==> src/rtl/booth_mult_seq_if.sv <==
// Operand/result bundle for the sequential Booth multiplier.
// The master drives start and operands; the slave returns status and product.
interface booth_mult_seq_if #(
  parameter int WIDTH = 32
);
  logic             start;
  logic             is_signed;
  logic [WIDTH-1:0] multiplicand;
  logic [WIDTH-1:0] multiplier;
  logic             busy;
  logic             done;
  logic [WIDTH-1:0] result;
  logic [WIDTH-1:0] result_hi;
  logic             overflow;

  modport master (
    output start, is_signed, multiplicand, multiplier,
    input  busy, done, result, result_hi, overflow
  );

  modport slave (
    input  start, is_signed, multiplicand, multiplier,
    output busy, done, result, result_hi, overflow
  );
endinterface

==> src/rtl/booth_mult_seq.sv <==
// Radix-4 Booth multiplier retiring two product bits per cycle; start-to-done WIDTH/2+1 edges.
// start is ignored while busy; results are registered and held until the next completion.
module booth_mult_seq #(
  parameter int WIDTH = 32
) (
  input  logic            clk,
  input  logic            reset,
  booth_mult_seq_if.slave bus
);
  localparam int EW = WIDTH + 2;      // extended operand width
  localparam int UW = WIDTH + 4;      // accumulator upper part, holds +-2M without wrap
  localparam int N  = WIDTH / 2 + 1;
  localparam int CW = $clog2(N + 1);

  typedef enum logic [1:0] {IDLE, RUN, DONE} state_t;

  state_t            state, state_nxt;
  logic [UW-1:0]     acc_hi;
  logic [EW-1:0]     acc_lo;
  logic              acc_q;
  logic [EW-1:0]     mcand;
  logic              sgn_q;
  logic [CW-1:0]     cnt;

  logic              accept;
  logic              last;
  logic [2:0]        win;
  logic [UW-1:0]     m_ext;
  logic [UW-1:0]     mag;
  logic              neg;
  logic [UW-1:0]     sum;
  logic [UW-1:0]     hi_nxt;
  logic [EW-1:0]     lo_nxt;
  logic [2*WIDTH-1:0] prod;
  logic              ovf;

  assign accept = (state != RUN) && bus.start;
  assign last   = (state == RUN) && (cnt == CW'(1));

  always_ff @(posedge clk or posedge reset) begin
    if (reset) state <= IDLE;
    else       state <= state_nxt;
  end

  always_comb begin
    state_nxt = state;
    case (state)
      IDLE:    if (bus.start) state_nxt = RUN;
      RUN:     if (last) state_nxt = DONE;
      DONE:    state_nxt = bus.start ? RUN : IDLE;
      default: state_nxt = IDLE;
    endcase
  end

  assign bus.busy = (state == RUN);
  assign bus.done = (state == DONE);

  assign win   = {acc_lo[1], acc_lo[0], acc_q};
  assign m_ext = {{(UW-EW){mcand[EW-1]}}, mcand};

  always_comb begin
    mag = '0;
    neg = 1'b0;
    case (win)
      3'b001, 3'b010: mag = m_ext;
      3'b011:         mag = m_ext << 1;
      3'b100: begin mag = m_ext << 1; neg = 1'b1; end
      3'b101, 3'b110: begin mag = m_ext; neg = 1'b1; end
      default:        mag = '0;
    endcase
  end

  // Subtraction as one's complement plus carry-in
  assign sum    = acc_hi + (neg ? ~mag : mag) + UW'(neg);
  assign hi_nxt = {{2{sum[UW-1]}}, sum[UW-1:2]};
  assign lo_nxt = {sum[1:0], acc_lo[EW-1:2]};
  assign prod   = {hi_nxt[WIDTH-3:0], lo_nxt};
  assign ovf    = sgn_q ? (prod[2*WIDTH-1:WIDTH] != {WIDTH{prod[WIDTH-1]}})
                        : (prod[2*WIDTH-1:WIDTH] != '0);

  always_ff @(posedge clk or posedge reset) begin
    if (reset) begin
      acc_hi        <= '0;
      acc_lo        <= '0;
      acc_q         <= 1'b0;
      mcand         <= '0;
      sgn_q         <= 1'b0;
      cnt           <= '0;
      bus.result    <= '0;
      bus.result_hi <= '0;
      bus.overflow  <= 1'b0;
    end else if (accept) begin
      mcand  <= {{2{bus.is_signed & bus.multiplicand[WIDTH-1]}}, bus.multiplicand};
      acc_lo <= {{2{bus.is_signed & bus.multiplier[WIDTH-1]}}, bus.multiplier};
      acc_hi <= '0;
      acc_q  <= 1'b0;
      sgn_q  <= bus.is_signed;
      cnt    <= CW'(N);
    end else if (state == RUN) begin
      acc_hi <= hi_nxt;
      acc_lo <= lo_nxt;
      acc_q  <= acc_lo[1];
      cnt    <= cnt - CW'(1);
      if (last) begin
        bus.result    <= prod[WIDTH-1:0];
        bus.result_hi <= prod[2*WIDTH-1:WIDTH];
        bus.overflow  <= ovf;
      end
    end
  end
endmodule

==> src/flat_wrapper.sv <==
// flat-port wrapper written by rule: the top's interface ports become plain ports
module booth_mult_seq_flat 
#(
  parameter int WIDTH = 32
)
  (clk, reset, bus_start, bus_is_signed, bus_multiplicand, bus_multiplier, bus_busy, bus_done, bus_result, bus_result_hi, bus_overflow);
  booth_mult_seq_if #(.WIDTH(WIDTH)) bus_i ();
  input  logic clk;
  input  logic reset;
  input wire logic [$bits(bus_i.start)-1:0] bus_start;
  input wire logic [$bits(bus_i.is_signed)-1:0] bus_is_signed;
  input wire logic [$bits(bus_i.multiplicand)-1:0] bus_multiplicand;
  input wire logic [$bits(bus_i.multiplier)-1:0] bus_multiplier;
  output wire logic [$bits(bus_i.busy)-1:0] bus_busy;
  output wire logic [$bits(bus_i.done)-1:0] bus_done;
  output wire logic [$bits(bus_i.result)-1:0] bus_result;
  output wire logic [$bits(bus_i.result_hi)-1:0] bus_result_hi;
  output wire logic [$bits(bus_i.overflow)-1:0] bus_overflow;
  assign bus_i.start = bus_start;
  assign bus_i.is_signed = bus_is_signed;
  assign bus_i.multiplicand = bus_multiplicand;
  assign bus_i.multiplier = bus_multiplier;
  assign bus_busy = bus_i.busy;
  assign bus_done = bus_i.done;
  assign bus_result = bus_i.result;
  assign bus_result_hi = bus_i.result_hi;
  assign bus_overflow = bus_i.overflow;
  booth_mult_seq #(.WIDTH(WIDTH)) u_core (.clk(clk), .reset(reset), .bus(bus_i));
endmodule
==> config.mk <==
export PLATFORM = sky130hd
export DESIGN_NAME = booth_mult_seq_flat
export DESIGN_NICKNAME = d
export VERILOG_FILES = /design/src/rtl/booth_mult_seq_if.sv /design/src/rtl/booth_mult_seq.sv /design/src/flat_wrapper.sv
export SDC_FILE = /design/constraint.sdc
export NUM_CORES = 1
export LEC_CHECK = 0
export ABC_CLOCK_PERIOD_IN_PS = 8000
export CORE_UTILIZATION = 40
export DETAILED_ROUTE_END_ITERATION = 6
export PLACE_DENSITY_LB_ADDON = 0.12
export SYNTH_ARGS = -nofsm -noshare
export SYNTH_HDL_FRONTEND = slang
export SYNTH_SLANG_ARGS = --single-unit
==> constraint.sdc <==
create_clock -name clk -period 8 [get_ports clk]
set_input_delay 0.8 -clock clk [delete_from_list [all_inputs] [get_ports clk]]
set_output_delay 0.8 -clock clk [all_outputs]
set_load 0.02 [all_outputs]
==> results of run 1 <==
[cells in the mapped netlist, drive strengths merged, types with 2 or more instances]
library cell	n
mux2i	32
nand2	198
mux2	36
a21oi	45
nand4	6
clkinv	2
o211ai	6
inv	20
or2	2
o31ai	5
and3	2
o21a	2
nand3	48
o2111ai	3
nor4b	3
a22oi	33
a31oi	6
nor2b	7
a211oi	6
xor2	47
a21boi	3
nor3	11
dfrtp	175
nor4	2
nand2b	10
o21ai	127
buf	14
or4	6
a21o	8
nor2	34
clkbuf	44
o32ai	3
xnor2	21
o21bai	2
ha	41
[registers in the layout (all words and copies together), names as in the netlist]
name                  flops
u_core.acc_hi            34
u_core.bus.result_hi     32
u_core.bus.overflow       1
u_core.mcand             33
u_core.acc_lo            34
u_core.bus.result        32
u_core.acc_q              1
u_core.state              2
u_core.cnt                5
u_core.sgn_q              1
[final timing paths]
check	to	slack (ps)	depth (start not counted)
min in group asynchronous	u_core.mcand[6]$_DFFE_PP0P_	810	2
hold / removal	u_core.bus.result[5]$_DFFE_PP0P_	480	2
setup / recovery	u_core.bus.overflow$_DFFE_PP0P_	2920	17
setup reg to reg	u_core.bus.overflow$_DFFE_PP0P_	2920	17
hold reg to reg	u_core.bus.result[5]$_DFFE_PP0P_	480	2
max in group asynchronous	u_core.bus.result_hi[23]$_DFFE_PP0P_	5970	3
[cells in the final DEF (no fill, tap or decap), types with 21 or more instances in the layout]
cell type        count
a22oi_1             33
xnor2_1             21
a21oi_1             45
mux2_2              36
nor2_1              34
nand2_1            196
xor2_1              47
ha_1                41
dfrtp_1            175
nand3_1             48
o21ai_0            126
mux2i_1             32
clkdlybuf4s50_1    133
[final cells by class]
cell class	count	area (um^2)
fillers	2246	11700
multi-input cells	771	4920
flip-flops and latches	175	4380
repair buffers	145	1420
clock buffers	18	429
well taps	319	399
clock inverters	14	164
inverters	22	87.6
[worst max-delay path, cell delays in order, from the launching register on]
cell and delay (ps):
dfrtp_1 420, inv_1 90, ha_1 220, mux2_2 650
a22oi_1 160, xor2_1 190, ha_1 400, and4_1 260
nor2b_1 160, a211oi_2 420, nand2_2 160, xnor2_1 240
or4_1 500, or4_1 430, nor3_2 130, o2111ai_1 150
o31ai_1 240, a21oi_1 110
[per-stage QoR]
step | cells | util | worst slack, ps | area, um^2 | hold slack (ps)
global route | 1464 | 0.503 | 2620 | 11800 | 499
finish | 1464 | 0.503 | 2920 | 11800 | 477
CTS | 1464 | 0.503 | 2890 | 11800 | 482
detailed placement | 1432 | 0.477 | 2900 | 11200 | 461
global placement | 1432 | 0.477 | 3070 | 11200 | 459
floorplan | 1026 | - | 2450 | 9590 | 450
[routing by layer]
metal	routed length [um]	track usage	share of wire
met2	11900	0.356	0.48
met1	11300	0.277	0.45
met4	392	0.0696	0.016
met5	0	0	0
met3	1370	0.0523	0.055
[kinds of logic (layout without fill, tap and decap cells)]
logic type	count (synthesis)	count (layout)	share of synthesized area
compound gates	259	259	0.162
xor+xnor	68	68	0.0621
fa+ha+maj	42	42	0.0556
buf+inv	80	199	0.0326
flops	175	175	0.457
mux	68	68	0.0757
simple gates	334	334	0.155
==> reports/results.ini, run 1 <==
[sta]
timing.setup.tns_ps=0
slew_violations=0
finClkSkew_ps=13.6
max_freq_mhz=197
grt_setup_unrepaired=no
relSlewSlack=0.479
period_share=0.635
fin_crit_ps=5080
max_slew.worst_pin.slew_ps=782
hold_violations=0
finalSetupViolCount=0

[floorplanning]
die_area_mm2=0.0246
core_area_mm2=0.0235
pin_count=135
dieHeight_um=157
die_w_um=157
start_util=0.408
row_count=56

[drt]
via_count=7741
ant_nets=0
wl_per_cell_um=17.0
drtIter0Drc=390
drt_first_pass_iters=7
avgViaCountPerCell=5.29
drt_wl_total_mm=24.9
drcViolationCount=1

[run_status]
outcome=complete, but fails checks
violations=DRC

[worst_setup_path]
cp.required_ps=8320
start_kind=flip-flop
cp_max_fo=33
r2r-start=u_core.acc_lo[0]$_DFFE_PP0P_
path_class=flip-flop to flip-flop
crit_start=u_core.acc_lo[0]$_DFFE_PP0P_
endpoint_kind=flip-flop
arrival_ps=5400

[yosys]
synth-seq-cells=175
synth_nets=1136
syn_area_per_cell_um2=9.34
synth_area_mm2=0.00959
synth_area_leaders=dfrtp_1 46%, nand2_1 7.7%, o21ai_0 6.6%
synth-edff-count=0
async_flop_share=1.00
synth_ff_type=dfrtp_1
seq_area_frac_synth=0.457
netlist_instances=1026
yosysTopAreaCell=dfrtp_1
yosysWarnings=0
synth_top_area_share=0.457
yosys.cell_types.count=62

[cts]
cts_resized=0
clock-sinks=175
worstSkewPairLatency_ps=440
cts.root.buffer_cell=clkbuf_16
htreeDepth=4
hold_buffers=0
cts_tree=yes
cts_inserted_buffers=17
cts_setup_buffers=0
cts_buffer_depth=2
cts.clk_slew.worst_paths_ps=80

[global_route]
grt_pass1_vias=7750
grt_max_degree=77
grt_overflow=0
grt_pass1_wl_mm=41.2
grt_usage=0.216
antenna_found_initial=0

[worst_hold_path]
hp-start=u_core.bus.result[5]$_DFFE_PP0P_
worstHoldPathType=flip-flop to flip-flop

[final_layout]
syn2layout_area_growth_pct=23.1
n_antenna_cell=0
nNetsFinal=1242
layout-drive-gt1-share=0.0821

[placed_design]
globalplace.congestion=0.922
dp_hpwl_mm=17.1
port_buffers=134

[flow_run]
maxCapViolCount=0

Power of run 1 is not shown: default switching activity piles up to over one toggle a cycle in this logic, so the estimate is an artifact.
==> inputs of run 2 (changes only) <==
--- a/config.mk
+++ b/config.mk
@@ -5,7 +5,7 @@
 export SDC_FILE = /design/constraint.sdc
 export NUM_CORES = 1
 export LEC_CHECK = 0
-export ABC_CLOCK_PERIOD_IN_PS = 8000
+export ABC_CLOCK_PERIOD_IN_PS = 5170
 export CORE_UTILIZATION = 40
 export DETAILED_ROUTE_END_ITERATION = 6
 export PLACE_DENSITY_LB_ADDON = 0.12
==> constraint.sdc (replaced) <==
create_clock -name clk -period 5.17 [get_ports clk]
set_input_delay 0.517 -clock clk [delete_from_list [all_inputs] [get_ports clk]]
set_output_delay 0.517 -clock clk [all_outputs]
set_load 0.02 [all_outputs]
==> run 2 against run 1 <==
Effect of this change: critical path depth grew 1; die area is the same; flip-flop and latch count is the same; clock skew grew 3.5 ps; first-iteration DRC count grew 29%; routed wire length grew 0.93%; the flow now finishes without violations; fmax grew 7.6%; cell area grew 1.2%; count of clock-buffer cells in the layout is the same; critical endpoint unchanged; final cell count grew 1.0%; global-route usage grew 0.072 points; largest cell class unchanged.
==> reports/results.ini, run 2 (synthesis results as in run 1) <==
[run_status]
outcome=completed  ; was complete, but fails checks

[drt]
drt_wl_total_mm=25.2  ; was 24.9 mm
avgViaCountPerCell=5.32  ; was 5.29
drcViolationCount=0  ; was 1
drt_first_pass_iters=4  ; was 7
via_count=7861  ; was 7741
drtIter0Drc=504  ; was 390
wl_per_cell_um=17.0  ; about the same
ant_nets=0  ; unchanged

[placed_design]
dp_hpwl_mm=17.1  ; about the same
port_buffers=134  ; unchanged
globalplace.congestion=0.903  ; was 0.922

[final_layout]
layout-drive-gt1-share=0.0940  ; was 0.0821
final_common_cell=nand2_1  ; unchanged
top_regs=u_core.acc_hi x34, u_core.acc_lo x34, u_core.mcand x33  ; unchanged
layout_common_cells=196 x nand2_1, 175 x dfrtp_1, 133 x clkdlybuf4s50_1, 126 x o21ai_0, 48 x nand3_1  ; unchanged
n_antenna_cell=0  ; unchanged
syn2layout_area_growth_pct=24.5  ; was 23.1%
n_fill_cell=2235  ; was 2246
nNetsFinal=1257  ; was 1242

[floorplanning]
die_w_um=157  ; unchanged
pin_count=135  ; unchanged
dieHeight_um=157  ; unchanged
die_area_mm2=0.0246  ; unchanged
row_count=56  ; unchanged
core_area_mm2=0.0235  ; unchanged
start_util=0.408  ; unchanged

[sta]
relSlewSlack=0.344  ; was 0.479
max_freq_mhz=212  ; was 197 MHz
period_share=0.912  ; was 0.635
timing.setup.tns_ps=0  ; unchanged
fin_crit_ps=4720  ; was 5080 ps
max_slew.worst_pin.slew_ps=983  ; was 782 ps
finalSetupViolCount=0  ; unchanged
slew_violations=0  ; unchanged
finClkSkew_ps=17.1  ; was 13.6 ps
grt_setup_unrepaired=no  ; unchanged
hold_violations=0  ; unchanged

[cts]
cts.root.buffer_cell=clkbuf_16  ; unchanged
clock-sinks=175  ; unchanged
cts_inserted_buffers=17  ; unchanged
htreeDepth=4  ; unchanged
cts_tree=yes  ; unchanged
cts.clk_slew.worst_paths_ps=80  ; about the same
worstSkewPairLatency_ps=450  ; was 440 ps
cts_buffer_depth=2  ; unchanged
hold_buffers=0  ; unchanged

[worst_setup_path]
crit_family=compound AO/OA/AOI/OAI gates  ; was simple AND/OR/NAND/NOR gates
critPathSlowestCell=or4_1  ; was mux2_2
path_class=flip-flop to flip-flop  ; unchanged
worstSetupPathDepth=18  ; was 17
arrival_ps=5040  ; was 5400 ps
cp_max_fo=20  ; was 33
r2r-start=u_core.acc_lo[0]$_DFFE_PP0P_  ; unchanged
timing.rr.end=u_core.bus.overflow$_DFFE_PP0P_  ; unchanged
start_kind=flip-flop  ; unchanged
path_cells=inv_1 > ha_1 > mux2_4 > buf_4 > a22oi_1 > xor2_1 > ha_1 > a21oi_1 > nor2b_1 > a211oi_2 > nand2_2 > xnor2_1 > or4_1 > or4_1 > nor3_2 > o2111ai_1 > o31ai_1 > a21oi_1  ; was inv_1 > ha_1 > mux2_2 > a22oi_1 > xor2_1 > ha_1 > and4_1 > nor2b_1 > a211oi_2 > nand2_2 > xnor2_1 > or4_1 > or4_1 > nor3_2 > o2111ai_1 > o31ai_1 > a21oi_1
cp.required_ps=5490  ; was 8320 ps
reg2regPathDepth=18  ; was 17
crit_buf_inv=2  ; was 1
endpoint_kind=flip-flop  ; unchanged
cp_slowest_stage_delay_ps=470  ; was 650 ps
r2r_setup_slack_ps=450  ; was 2920 ps

[worst_hold_path]
worstHoldPathType=flip-flop to flip-flop  ; unchanged
hp-start=u_core.bus.result[25]$_DFFE_PP0P_  ; was u_core.bus.result[5]$_DFFE_PP0P_
min_to=u_core.bus.result[25]$_DFFE_PP0P_  ; was u_core.bus.result[5]$_DFFE_PP0P_
hold_depth=2  ; unchanged

[global_route]
grt_pass1_vias=7964  ; was 7750
grt_pass1_wl_mm=41.6  ; was 41.2 mm
grt_max_degree=176  ; was 77
grt_overflow=0  ; unchanged
grt_usage=0.217  ; was 0.216
antenna_found_initial=0  ; unchanged

[flow_run]
maxCapViolCount=0  ; unchanged

-- run 2: worst reg2reg max path, cell delays in order, from the launching register on --
cell	delay [ps]
dfrtp_1	410
inv_1	80
ha_1	220
mux2_4	380
buf_4	240
a22oi_1	200
xor2_1	170
ha_1	320
a21oi_1	260
nor2b_1	110
a211oi_2	400
nand2_2	150
xnor2_1	170
or4_1	470
or4_1	420
nor3_2	130
o2111ai_1	160
o31ai_1	230
a21oi_1	90
-- run 2: worst max-delay path by stage --
stage,from,slack [ps],to
global route,u_core.acc_lo[0]$_DFFE_PP0P_,40,u_core.bus.overflow$_DFFE_PP0P_
global placement,u_core.acc_q$_DFFE_PP0P_,420,u_core.bus.overflow$_DFFE_PP0P_
finish,u_core.acc_lo[0]$_DFFE_PP0P_,450,u_core.bus.overflow$_DFFE_PP0P_
floorplan,u_core.acc_q$_DFFE_PP0P_,600,u_core.bus.overflow$_DFFE_PP0P_
detailed placement,u_core.acc_q$_DFFE_PP0P_,340,u_core.bus.overflow$_DFFE_PP0P_
CTS,u_core.acc_q$_DFFE_PP0P_,310,u_core.bus.overflow$_DFFE_PP0P_
-- run 2: cell type report --
class	count	area [um^2]	area share
multi-input cells	771	4920	0.412
flip-flops and latches	175	4380	0.367
repair buffers	160	1560	0.130
clock buffers	18	429	0.0360
well taps	319	399	0.0334
clock inverters	14	161	0.0135
inverters	22	86.3	0.00723
-- run 2: timing repair --
action	in CTS	in global routing
hold endpoints to repair	0	0
gates resized for setup	0	1
endpoints found under the setup margin	0	1
buffers inserted	0	1
-- run 2: metrics by stage --
stage | cell area, um^2 | hold WS, ps | util | cells | setup slack (ps)
2_1_floorplan | 9590 | 450 | - | 1026 | 601
3_3_place_gp | 11300 | 457 | 0.482 | 1446 | 423
3_5_place_dp | 11300 | 461 | 0.482 | 1446 | 341
4_1_cts | 11900 | 481 | 0.507 | 1478 | 313
5_1_grt | 11900 | 502 | 0.508 | 1479 | 38.1
6_report | 11900 | 476 | 0.508 | 1479 | 453
-- run 2: layer usage --
metal	routed length [um]	GRT usage	vias up
met2	11900	0.361	167
met1	11400	0.273	3825
met4	481	0.0714	0
met3	1390	0.0537	31
li1	-	-	3838
met5	0	0	-
Power of run 2 is left out for the same reason.
==> inputs of run 3 (changes only) <==
--- a/config.mk
+++ b/config.mk
@@ -7,8 +7,11 @@
 export LEC_CHECK = 0
 export ABC_CLOCK_PERIOD_IN_PS = 5170
 export CORE_UTILIZATION = 40
+export CTS_CLUSTER_SIZE = 40
 export DETAILED_ROUTE_END_ITERATION = 6
+export MAX_ROUTING_LAYER = met4
 export PLACE_DENSITY_LB_ADDON = 0.12
 export SYNTH_ARGS = -nofsm -noshare
 export SYNTH_HDL_FRONTEND = slang
 export SYNTH_SLANG_ARGS = --single-unit
+export TNS_END_PERCENT = 1
==> run 3 against run 2 <==
Effect of this change: via count increased by 0.10%; critical endpoint unchanged; count of clock-buffer cells in the layout decreased by 1; hold slack improved by 1.5 ps; fmax decreased by 0.23%; clock skew increased by 1.3 ps; sequential share of layout area decreased by 0.15 points; final cell count increased by 0.41%; largest cell class unchanged; cell area increased by 0.40%.
==> reports/results.ini, run 3 (synthesis results as in run 1) <==
[final_layout]
n_antenna_cell=0  ; unchanged
n_fill_cell=2244  ; was 2235
final_common_cell=nand2_1  ; unchanged
fin_util=0.510  ; was 0.508
syn2layout_area_growth_pct=25.0  ; was 24.5%
final_area_mm2=0.0120  ; was 0.0119 mm^2
nNetsFinal=1264  ; was 1257
layout_common_cells=196 x nand2_1, 175 x dfrtp_1, 133 x clkdlybuf4s50_1, 126 x o21ai_0, 48 x nand3_1  ; unchanged
layout-drive-gt1-share=0.100  ; was 0.0940
top_regs=u_core.acc_hi x34, u_core.acc_lo x34, u_core.mcand x33  ; unchanged

[drt]
drt_first_pass_iters=5  ; was 4
ant_nets=0  ; unchanged
avgViaCountPerCell=5.30  ; was 5.32
via_count=7869  ; was 7861
drcViolationCount=0  ; unchanged
drtIter0Drc=446  ; was 504
wl_per_cell_um=17.0  ; about the same
drt_wl_total_mm=25.2  ; about the same

[floorplanning]
pin_count=135  ; unchanged
dieHeight_um=157  ; unchanged
core_area_mm2=0.0235  ; unchanged
die_area_mm2=0.0246  ; unchanged
start_util=0.408  ; unchanged
row_count=56  ; unchanged
die_w_um=157  ; unchanged

[sta]
period_share=0.914  ; was 0.912
timing.setup.tns_ps=0  ; unchanged
slew_violations=0  ; unchanged
max_freq_mhz=212  ; about the same
hold_violations=0  ; unchanged
finalSetupViolCount=0  ; unchanged
grt_setup_unrepaired=no  ; unchanged
max_slew.worst_pin.slew_ps=995  ; was 983 ps
fin_crit_ps=4730  ; was 4720 ps
relSlewSlack=0.337  ; was 0.344
finClkSkew_ps=18.4  ; was 17.1 ps

[global_route]
grt_max_degree=176  ; unchanged
grt_pass1_vias=7740  ; was 7964
antenna_found_initial=0  ; unchanged
grt_pass1_wl_mm=40.9  ; was 41.6 mm
grt_overflow=0  ; unchanged
grt_usage=0.221  ; was 0.217

[worst_setup_path]
start_kind=flip-flop  ; unchanged
cp.required_ps=5490  ; about the same
crit_buf_inv=1  ; was 2
crit_family=simple AND/OR/NAND/NOR gates  ; was compound AO/OA/AOI/OAI gates
path_class=flip-flop to flip-flop  ; unchanged
arrival_ps=5050  ; was 5040 ps
critPathSlowestCell=or4_1  ; unchanged
cp_slowest_stage_delay_ps=620  ; was 470 ps
path_cells=inv_1 > ha_2 > mux2_4 > a22oi_1 > xor2_1 > ha_1 > a21oi_1 > nor2_1 > or3_1 > or4_1 > a21boi_1 > o21ai_0 > xnor2_1 > or4_1 > o32ai_1 > a21oi_1  ; was inv_1 > ha_1 > mux2_4 > buf_4 > a22oi_1 > xor2_1 > ha_1 > a21oi_1 > nor2b_1 > a211oi_2 > nand2_2 > xnor2_1 > or4_1 > or4_1 > nor3_2 > o2111ai_1 > o31ai_1 > a21oi_1
cp_max_fo=20  ; unchanged
endpoint_kind=flip-flop  ; unchanged

[cts]
cts_tree=yes  ; unchanged
cts.clk_slew.worst_paths_ps=80  ; about the same
htreeDepth=4  ; unchanged
cts_inserted_buffers=17  ; unchanged
worstSkewPairLatency_ps=450  ; about the same
cts_buffer_depth=2  ; unchanged
hold_buffers=0  ; unchanged
clock-sinks=175  ; unchanged
cts.root.buffer_cell=clkbuf_16  ; unchanged

[worst_hold_path]
worstHoldPathType=flip-flop to flip-flop  ; unchanged

[placed_design]
postPlaceCellArea_mm2=0.0113  ; about the same
dp_hpwl_mm=17.5  ; was 17.1 mm
globalplace.congestion=0.917  ; was 0.903
port_buffers=134  ; unchanged

[run_status]
outcome=completed  ; unchanged

[flow_run]
maxCapViolCount=0  ; unchanged

-- run 3: layout make-up --
class,instances,area [um^2],share of cell area
clock buffer,17,425,0.0355
clock inverter,14,170,0.0142
inverter,22,86.3,0.00721
multi-input combinational,771,4920,0.411
sequential,175,4380,0.366
tap,319,399,0.0333
timing repair buffer,167,1600,0.133
-- run 3: what timing repair did --
item	in CTS	in global routing
resized for setup	0	2
endpoints found under the setup margin	0	1
buffers inserted	0	5
-- run 3: final timing paths --
check / from / endpoint / slack [ps] / cells after the start
worst max-delay path: u_core.acc_q$_DFFE_PP0P_ / u_core.bus.overflow$_DFFE_PP0P_ / 440 / 16
worst min-delay path: u_core.bus.result[6]$_DFFE_PP0P_ / u_core.bus.result[6]$_DFFE_PP0P_ / 480 / 2
worst max register to register: u_core.acc_q$_DFFE_PP0P_ / u_core.bus.overflow$_DFFE_PP0P_ / 440 / 16
worst min register to register: u_core.bus.result[6]$_DFFE_PP0P_ / u_core.bus.result[6]$_DFFE_PP0P_ / 480 / 2
max in group asynchronous: reset / u_core.cnt[1]$_DFFE_PP0P_ / 3790 / 3
min in group asynchronous: reset / u_core.bus.result_hi[12]$_DFFE_PP0P_ / 700 / 3
-- run 3: layer usage --
layer  GRT usage  wire length (um)  vias up
met2       0.357             12000      183
met3      0.0501              1420       27
met1       0.277             11400     3804
met5           -                 0        -
met4      0.0621               398        0
li1            -                 -     3855
-- run 3: stage by stage --
stage / instances / setup WS [ps] / hold WS [ps]
after floorplan: 1026 / 601 / 450
after global placement: 1449 / 430 / 458
after detailed placement: 1449 / 290 / 462
after CTS: 1480 / 271 / 484
after global routing: 1485 / 93.8 / 497
final: 1485 / 443 / 477
-- run 3: worst register-to-register path, delay by kind of cell, from the launching register on --
family                   cells  cell delay (ps)
flip-flops                   1              380
buffers and inverters        1               90
adder cells (fa/ha/maj)      2              550
AO/OA/AOI/OAI                6             1270
XOR/XNOR                     2              380
multiplexers                 1              380
AND/OR/NAND/NOR              4             1570
Power of run 3 is left out for the same reason.
